<file path="src/rtl/park_pass_entry.sv">
// park_pass_entry
// Input stage for the parking-gate controller. Debounces the raw "enter"
// push-button, collects two CODE_W-bit digits from the switches and presents
// them as a stable password pair for the gate controller.
//
// Ports:
//   clk            system clock, rising edge
//   reset          synchronous reset, active-high
//   key_in         raw asynchronous push-button, high = pressed
//   key_val        digit value from switches, sampled when a press is taken
//   clear_in       synchronous clear of the current entry
//   password_1     first entered digit (registered)
//   password_2     second entered digit (registered)
//   pass_valid     high while both digits are held
//   digit_cnt      number of digits held: 0, 1 or 2
//   entry_timeout  one-cycle pulse when an entry is discarded by a timer
//
// Optional feature macro: PARK_PASS_ENTRY_AUTOCLR_EN
//   When defined, a completed entry left untouched for ENTRY_TIMEOUT cycles
//   clears itself and pulses entry_timeout. When undefined, a completed entry
//   is held until cleared or overwritten.
//
// FSM states:
//   state    | meaning
//   ---------+-----------------------------------------------
//   S_EMPTY  | no digits held, waiting for first press
//   S_DIGIT1 | first digit held, entry timer running
//   S_FULL   | both digits held, pass_valid high

module park_pass_entry #(
    parameter int DEBOUNCE_CYCLES = 4,
    parameter int ENTRY_TIMEOUT   = 64,
    parameter int CODE_W          = 2
) (
    input  logic              clk,
    input  logic              reset,
    input  logic              key_in,
    input  logic [CODE_W-1:0] key_val,
    input  logic              clear_in,
    output logic [CODE_W-1:0] password_1,
    output logic [CODE_W-1:0] password_2,
    output logic              pass_valid,
    output logic [1:0]        digit_cnt,
    output logic              entry_timeout
);

    localparam int DW = (DEBOUNCE_CYCLES > 1) ? $clog2(DEBOUNCE_CYCLES) : 1;
    localparam int TW = $clog2(ENTRY_TIMEOUT);

    localparam logic [DW-1:0] DB_LAST  = DW'(DEBOUNCE_CYCLES - 1);
    localparam logic [TW-1:0] TMO_LOAD = TW'(ENTRY_TIMEOUT - 1);

    localparam logic [1:0] S_EMPTY  = 2'd0;
    localparam logic [1:0] S_DIGIT1 = 2'd1;
    localparam logic [1:0] S_FULL   = 2'd2;

    logic          sync_1;
    logic          sync_2;
    logic [DW-1:0] db_cnt;
    logic          db_level;
    logic          db_level_d;
    logic          press;

    logic [1:0]    state;
    logic [TW-1:0] tmo_cnt;

`ifdef PARK_PASS_ENTRY_AUTOCLR_EN
    logic [TW-1:0] full_cnt;
`endif

    // Synchroniser and debounce: the debounced level only follows the
    // synced input after DEBOUNCE_CYCLES consecutive mismatching cycles.
    always_ff @(posedge clk) begin
        if (reset) begin
            sync_1     <= 1'b0;
            sync_2     <= 1'b0;
            db_cnt     <= '0;
            db_level   <= 1'b0;
            db_level_d <= 1'b0;
        end else begin
            sync_1     <= key_in;
            sync_2     <= sync_1;
            db_level_d <= db_level;
            if (sync_2 == db_level) begin
                db_cnt <= '0;
            end else if (db_cnt == DB_LAST) begin
                db_level <= sync_2;
                db_cnt   <= '0;
            end else begin
                db_cnt <= db_cnt + DW'(1);
            end
        end
    end

    // Single-cycle press on the debounced rising edge; release is ignored.
    assign press = db_level & ~db_level_d;

    // Timers are down-counters: loaded with ENTRY_TIMEOUT-1 on entry to the
    // timed state, expiring on the edge where they read zero.
    always_ff @(posedge clk) begin
        if (reset) begin
            state         <= S_EMPTY;
            password_1    <= '0;
            password_2    <= '0;
            pass_valid    <= 1'b0;
            digit_cnt     <= 2'd0;
            entry_timeout <= 1'b0;
            tmo_cnt       <= '0;
`ifdef PARK_PASS_ENTRY_AUTOCLR_EN
            full_cnt      <= '0;
`endif
        end else begin
            entry_timeout <= 1'b0;
            if (clear_in) begin
                // A press on the same edge is dropped.
                state      <= S_EMPTY;
                password_1 <= '0;
                password_2 <= '0;
                pass_valid <= 1'b0;
                digit_cnt  <= 2'd0;
            end else if (press) begin
                case (state)
                    S_DIGIT1: begin
                        // Press wins over a timer expiring on this edge.
                        state      <= S_FULL;
                        password_2 <= key_val;
                        pass_valid <= 1'b1;
                        digit_cnt  <= 2'd2;
`ifdef PARK_PASS_ENTRY_AUTOCLR_EN
                        full_cnt   <= TMO_LOAD;
`endif
                    end
                    default: begin
                        // From EMPTY or FULL: start a fresh entry.
                        state      <= S_DIGIT1;
                        password_1 <= key_val;
                        password_2 <= '0;
                        pass_valid <= 1'b0;
                        digit_cnt  <= 2'd1;
                        tmo_cnt    <= TMO_LOAD;
                    end
                endcase
            end else begin
                case (state)
                    S_DIGIT1: begin
                        if (tmo_cnt == '0) begin
                            state         <= S_EMPTY;
                            password_1    <= '0;
                            digit_cnt     <= 2'd0;
                            entry_timeout <= 1'b1;
                        end else begin
                            tmo_cnt <= tmo_cnt - TW'(1);
                        end
                    end
`ifdef PARK_PASS_ENTRY_AUTOCLR_EN
                    S_FULL: begin
                        if (full_cnt == '0) begin
                            state         <= S_EMPTY;
                            password_1    <= '0;
                            password_2    <= '0;
                            pass_valid    <= 1'b0;
                            digit_cnt     <= 2'd0;
                            entry_timeout <= 1'b1;
                        end else begin
                            full_cnt <= full_cnt - TW'(1);
                        end
                    end
`else
                    S_FULL: begin
                        state <= S_FULL;
                    end
`endif
                    S_EMPTY: begin
                        state <= S_EMPTY;
                    end
                    default: begin
                        state <= S_EMPTY;
                    end
                endcase
            end
        end
    end

endmodule

</file>
<file path="config.mk">
export PLATFORM = sky130hd
export DESIGN_NAME = park_pass_entry
export DESIGN_NICKNAME = d
export VERILOG_FILES = /design/src/rtl/park_pass_entry.sv
export SDC_FILE = /design/constraint.sdc
export NUM_CORES = 1
export LEC_CHECK = 0
export CELL_PAD_IN_SITES_DETAIL_PLACEMENT = 2
export CELL_PAD_IN_SITES_GLOBAL_PLACEMENT = 2
export CORE_MARGIN = 2
export CORE_UTILIZATION = 29
export CTS_CLUSTER_SIZE = 16
export DETAILED_ROUTE_END_ITERATION = 8
export GPL_ROUTABILITY_DRIVEN = 0
export HOLD_SLACK_MARGIN = 0.08
export PLACE_DENSITY = 0.71
export SLEW_MARGIN = 10
export SYNTH_ARGS = -nofsm -noshare
export SYNTH_HDL_FRONTEND = slang
export SYNTH_SLANG_ARGS = --single-unit
</file>
<file path="constraint.sdc">
create_clock -name clk -period 2 [get_ports clk]
set_input_delay 0.2 -clock clk [delete_from_list [all_inputs] [get_ports clk]]
set_output_delay 0.2 -clock clk [all_outputs]
set_load 0.1 [all_outputs]
</file>
==> metrics.yaml, run 1 <==
finalCriticalPeriod_ns: 1.90
place_area_mm2: 0.00121
register_area_um2: 440
ir_drop_uv: 314
grt_pass1_wl_um: 4970
cap_violations: 0
final_cell_area_mm2: 0.00129
syn_inst: 111
crit_buf_inv: 0
clockPowerShare_pct: 43.1
drive_gt1_share_pct: 19.5
cts_max_path_buffers: 2
synthesis.nets: 123
final_cells: 174
worst_pin_slew_ns: 0.615
cts_tree: "done"
die_area_mm2: 0.00397
core-area_mm2: 0.00334
ant_nets: 0
startpoint_type: "flip-flop"
drcViolationCount: 0
synthFlopType: "dfxtp_1"
dpl.hpwl_um: 2230
cp_num_cells: 5
cp_max_fo: 3
whs_ns: 0.421
htreeDepth: 1
crit_chain: "nand2b_4, ha_4, or4b_4, a2111o_1, a31oi_2"
drt_first_iter_violations: 17
wire_per_inst_um: 17.2
critPathTopFamily: "compound AO/OA/AOI/OAI gates"
numCtsBuffers: 3
min_path_cells: 2
swShare_pct: 20.4
hold_violations: 0
synth_enable_flop_cells: 0
yosysWarnings: 0
place_inst: 170
first_pass_iters: 4
synth_top_cell_by_area: "dfxtp_1"
fin_setup_tns_ns: 0
finalNetCount: 141
ys_ff_latch: 22
clock_sinks: 22
dieHeight_um: 63.0
start_util_pct: 30.3
grt_pass1_vias: 1006
overflow: 0
critPathKind: "flip-flop to flip-flop"
syn_to_final_growth_pct: 27.6
p_int_w: 0.000657
grt_max_degree: 14
crit_slowest_cell: "or4b_4"
skew_ns: 0.00367
insertion_delay_ns: 0.32
multiInputGateArea_um2: 561
critPathCaptureType: "flip-flop"
async_flop_share_pct: 0
synth_most_common_cell: "dfxtp_1"
synth_area_leaders: "dfxtp_1, ha_1, nor2b_1"
drt-vias-per-instance: 5.25
diodes: 0
rows: 21
clock-root-buffer: "clkbuf_4"
antenna_found_initial: 0
synthTopCellsByCount: "dfxtp_1, inv_1, nor2_1"
outcome: "finished, final reports clean"
cp_slowest_stage_delay_ns: 0.47
ff2ff_path_depth: 5
power_leakage_nw: 0.481
syn_avg_cell_area_um2: 9.10
finalCritPeriodShare_pct: 95.0
comb_power_share_pct: 3.3
worstPathArrival_ns: 2.16
setup_viol: 0
syn_area_mm2: 0.00101
power_frac_seq_pct: 53.5
num_vias: 914
max_freq_mhz: 526
power_density_mw_per_mm2: 640
wirelength_um: 2990
grt_setup_unrepaired: "false"
maxSlewViolCount: 0
required_ns: 2.26
ys_seq_area_share_pct: 43.6
switchingPower_w: 0.000168
worstHoldPathType: "input port to flip-flop"
n_fill_cell: 393
synth_top_area_share_pct: 43.6
yosys.cell_types.count: 33
io-pin-count: 14
fin_total_pwr_w: 0.000825
die_w_um: 63.0
io_buffers: 13
post-cts-setup-buffer-count: 0
track_usage_pct: 16.2
clk_pin_slew_ns: 0.14
worst_slew_margin_rel_pct: 58.5
power by group through the flow:
stage	registers (W)	logic [W]	clock network (W)
finish	0.000442	0.0000275	0.000356
detailed placement	0.000452	0.0000271	0
floorplan	0.000451	0.0000107	0
global placement	0.000451	0.0000266	0
CTS	0.000442	0.0000279	0.000363
global route	0.000442	0.0000300	0.000384
flip-flops by register name (all words and copies together) (netlist names):
register and flops:
tmo_cnt 6, sync_1 1, sync_2 1, db_cnt 2, db_level_d 1, db_level 1
state 2, password_1 2, digit_cnt 2, password_2 2, entry_timeout 1, pass_valid 1
cell families after synthesis:
kind of cell               synth area share [%]
and+or+nand+nor                            22.7
AOI/OAI and AO/OA                          17.6
DFF                                        43.6
buffers and inverters                      4.83
adders and majority gates                  7.43
muxes                                      2.97
xor gates and xnor gates                  0.868
routing by layer:
layer	vias to the layer above	part of all wire, %	GRT usage [%]
li1	433	-	-
met1	458	43	19.0
met2	17	52	28.6
met3	6	2.9	2.88
met4	0	1.9	7.22
met5	-	0	0
cells in the final DEF, fill, tap and decap left out, drive strengths merged, types with 2 or more instances in the layout:
cell | Yosys | layout
dfxtp | 22 | 22
buf | 0 | 13
inv | 8 | 8
nor2 | 8 | 8
nand2 | 7 | 7
nor2b | 6 | 6
ha | 6 | 6
clkdlybuf4s50 | 0 | 5
a21oi | 4 | 4
nand2b | 4 | 4
mux2i | 3 | 3
o21ai | 3 | 3
clkbuf | 5 | 3
or3 | 2 | 2
o2111ai | 2 | 2
nand4 | 2 | 2
o311ai | 2 | 2
a22oi | 2 | 2
o22ai | 2 | 2
nor3 | 2 | 2
nor4 | 2 | 2
nand3b | 2 | 2
and3 | 2 | 2
a221oi | 2 | 2
a211oi | 2 | 2
a31oi | 2 | 2
what timing repair did:
action / 4_1_cts / 5_1_grt
endpoints found under the setup margin: 1 / 3
hold buffers: 0 / 0
resized for setup: 2 / 3
through the flow:
stage                     setup slack (ns)  util, %
after floorplan                     0.0364        -
after global routing                0.0234     38.6
final                               0.0992     38.6
after CTS                          0.00649     38.1
after detailed placement            0.0432     36.2
after global placement               0.153     36.2
worst paths after layout:
kind	from	endpoint	slack, ns
hold reg to reg	db_cnt[0]	db_cnt[0]	0.44
setup / recovery	state[0]	tmo_cnt[3]	0.1
hold / removal	key_in	sync_1	0.42
setup reg to reg	state[0]	tmo_cnt[3]	0.1
cell type report:
class	instances	share of cell area (%)
Multi-Input combinational cell	76	43.5
Sequential cell	22	34.2
Timing Repair Buffer	18	11.5
Tap cell	46	4.47
Clock inverter	1	2.33
Inverter	8	2.33
Clock buffer	3	1.75
(Power assumes the default switching activity.)
==> run 2, diff against run 1 <==
--- a/config.mk
+++ b/config.mk
@@ -8,12 +8,12 @@
 export CELL_PAD_IN_SITES_DETAIL_PLACEMENT = 2
 export CELL_PAD_IN_SITES_GLOBAL_PLACEMENT = 2
 export CORE_MARGIN = 2
-export CORE_UTILIZATION = 29
+export CORE_UTILIZATION = 34
 export CTS_CLUSTER_SIZE = 16
 export DETAILED_ROUTE_END_ITERATION = 8
 export GPL_ROUTABILITY_DRIVEN = 0
 export HOLD_SLACK_MARGIN = 0.08
-export PLACE_DENSITY = 0.71
+export PLACE_DENSITY = 0.78
 export SLEW_MARGIN = 10
 export SYNTH_ARGS = -nofsm -noshare
 export SYNTH_HDL_FRONTEND = slang
==> constraint.sdc (replaced) <==
create_clock -name clk -period 2.3 [get_ports clk]
set_input_delay 0.23 -clock clk [delete_from_list [all_inputs] [get_ports clk]]
set_output_delay 0.23 -clock clk [all_outputs]
set_load 0.1 [all_outputs]
==> run 2 against run 1 <==
Compared with the run above:
- fmax is 6.0% lower
- critical path depth stayed put
- largest cell class unchanged
- die area is 14% lower
- critical path type unchanged
- clock skew is 0.0024 ns lower
- core utilization is 4.5 points higher
- setup slack better by 0.18 ns
- sequential power is 13% lower
- worst hold slack better by 0.0088 ns
- routed wire length is 11% lower
- sequential share of layout area is 2.5 points higher
- clock power is 52% lower
==> metrics.yaml, run 2 (synthesis results as in run 1) <==
cts_max_path_buffers: 2  # unchanged
drcViolationCount: 0  # unchanged
core-area_mm2: 0.00278  # was 0.00334 mm^2
worstHoldPathType: "flip-flop to flip-flop"  # was input port to flip-flop
drt-vias-per-instance: 5.69  # was 5.25
grt_setup_unrepaired: "false"  # unchanged
layout_common_cells: "dfxtp_1, buf_4, inv_1, nor2_1, nand2_1"  # unchanged
final_cell_area_mm2: 0.00120  # was 0.00129 mm^2
finalCritPeriodShare_pct: 87.9  # was 95.0%
syn_to_final_growth_pct: 18.8  # was 27.6%
r2r-start: "state[1]"  # was state[0]
critPathCaptureType: "flip-flop"  # unchanged
cts_tree: "done"  # unchanged
post-place-ws_ns: 0.324  # was 0.0432 ns
multiInputGateArea_um2: 520  # was 561 um^2
start_util_pct: 36.3  # was 30.3%
hold_buffers: 0  # unchanged
io-pin-count: 14  # unchanged
numCtsBuffers: 3  # unchanged
track_usage_pct: 17.7  # was 16.2%
clock_sinks: 22  # unchanged
ff2ff_setup_slack_ns: 0.28  # was 0.1 ns
io_buffers: 13  # unchanged
worst_pin_slew_ns: 0.561  # was 0.615 ns
post-cts-setup-buffer-count: 0  # unchanged
num_vias: 899  # was 914
finalCriticalPeriod_ns: 2.02  # was 1.90 ns
crit_buf_inv: 0  # unchanged
dieHeight_um: 58.5  # was 63.0 um
insertion_delay_ns: 0.30  # was 0.32 ns
wirelength_um: 2660  # was 2990 um
skew_ns: 0.00123  # was 0.00367 ns
cts_resized: 0  # was 2
worstPathArrival_ns: 2.26  # was 2.16 ns
r2r-end: "tmo_cnt[3]"  # unchanged
grt_pass1_wl_um: 4600  # was 4970 um
endpoint: "tmo_cnt[3]"  # unchanged
wire_per_inst_um: 16.8  # was 17.2 um
startpoint_type: "flip-flop"  # unchanged
whs_ns: 0.430  # was 0.421 ns
drive_gt1_share_pct: 14.2  # was 19.5%
grt_max_degree: 13  # was 14
setup_viol: 0  # unchanged
cp_slowest_stage_delay_ns: 0.48  # was 0.47 ns
htreeDepth: 1  # unchanged
cp_max_fo: 5  # was 3
overflow: 0  # unchanged
finalCoreUtilization_pct: 43.1  # was 38.6%
ff2ff_path_depth: 5  # unchanged
crit_chain: "nand2b_1, ha_1, or4b_1, a2111o_1, a31oi_1"  # was nand2b_4, ha_4, or4b_4, a2111o_1, a31oi_2
regMostFlops: "tmo_cnt"  # unchanged
finalNetCount: 141  # unchanged
clock-root-buffer: "clkbuf_4"  # unchanged
first_pass_iters: 4  # unchanged
power_density_mw_per_mm2: 485  # was 640 mW/mm^2
dpl.hpwl_um: 2090  # was 2230 um
hold_violations: 0  # unchanged
ir_drop_uv: 351  # was 314 uV
outcome: "finished, final reports clean"  # unchanged
max_freq_mhz: 495  # was 526 MHz
critPathTopFamily: "simple AND/OR/NAND/NOR gates"  # was compound AO/OA/AOI/OAI gates
die_w_um: 58.5  # was 63.0 um
diodes: 0  # unchanged
fin_setup_tns_ns: 0  # unchanged
critPathKind: "flip-flop to flip-flop"  # unchanged
n_fill_cell: 318  # was 393
min_from: "db_cnt[0]"  # was key_in
register_area_um2: 440  # unchanged
drt_first_iter_violations: 13  # was 17
crit_slowest_cell: "or4b_1"  # was or4b_4
rows: 19  # was 21
ant_nets: 0  # unchanged
clk_pin_slew_ns: 0.12  # was 0.14 ns
final_common_cell: "dfxtp_1"  # unchanged
largest_reg_flops: 6  # unchanged
die_area_mm2: 0.00342  # was 0.00397 mm^2
grt_pass1_vias: 927  # was 1006
cp_num_cells: 5  # unchanged
worst_slew_margin_rel_pct: 62.1  # was 58.5%
antenna_found_initial: 0  # unchanged
fin_ws_ns: 0.278  # was 0.0992 ns
place_area_mm2: 0.00118  # was 0.00121 mm^2
cap_violations: 0  # unchanged
cp-startpoint: "state[1]"  # was state[0]
required_ns: 2.54  # was 2.26 ns
maxSlewViolCount: 0  # unchanged
power_leakage_nw: 0.462  # was 0.481 nW
==> run 2: worst min path at each step <==
stage	end	slack, ns	cells past startpoint
floorplan	sync_1	0.36	1
global placement	db_cnt[0]	0.40	1
detailed placement	db_cnt[0]	0.42	1
CTS	db_cnt[0]	0.44	1
global route	sync_1	0.46	2
finish	db_cnt[0]	0.43	1
==> run 2: layer usage <==
layer / track usage (%) / vias up / share of wire (%)
met2: 31.3 / 11 / 51
li1: - / 435 / -
met1: 22.2 / 451 / 45
met4: 5.98 / 0 / 0.49
met3: 2.20 / 2 / 2.9
met5: 0 / - / 0
==> run 2: worst register-to-register path, delay by kind of cell, from the launching register on <==
kind / cells / cell delay (ns)
and+or+nand+nor: 2 / 0.72
AOI/OAI and AO/OA: 2 / 0.55
DFF: 1 / 0.35
adders and majority gates: 1 / 0.34
==> run 2: metrics by stage <==
stage | std cells | power (W)
final | 158 | 0.000581
after global routing | 158 | 0.000615
after CTS | 158 | 0.000593
after detailed placement | 155 | 0.000418
after global placement | 155 | 0.000417
after floorplan | 111 | 0.000402
==> run 2: final cells by class <==
type,instances,share of cell area (%)
clock buffer,3,1.88
tap,31,3.23
sequential,22,36.7
inverter,8,2.50
timing repair buffer,18,12.3
multi-input combinational,76,43.4
==> run 2: report_power, final <==
group          switching (W)  internal [W]  leakage, nW
clock               0.000111     0.0000610       0.0138
combinational      0.0000119     0.0000130        0.270
sequential        0.00000101      0.000383        0.178
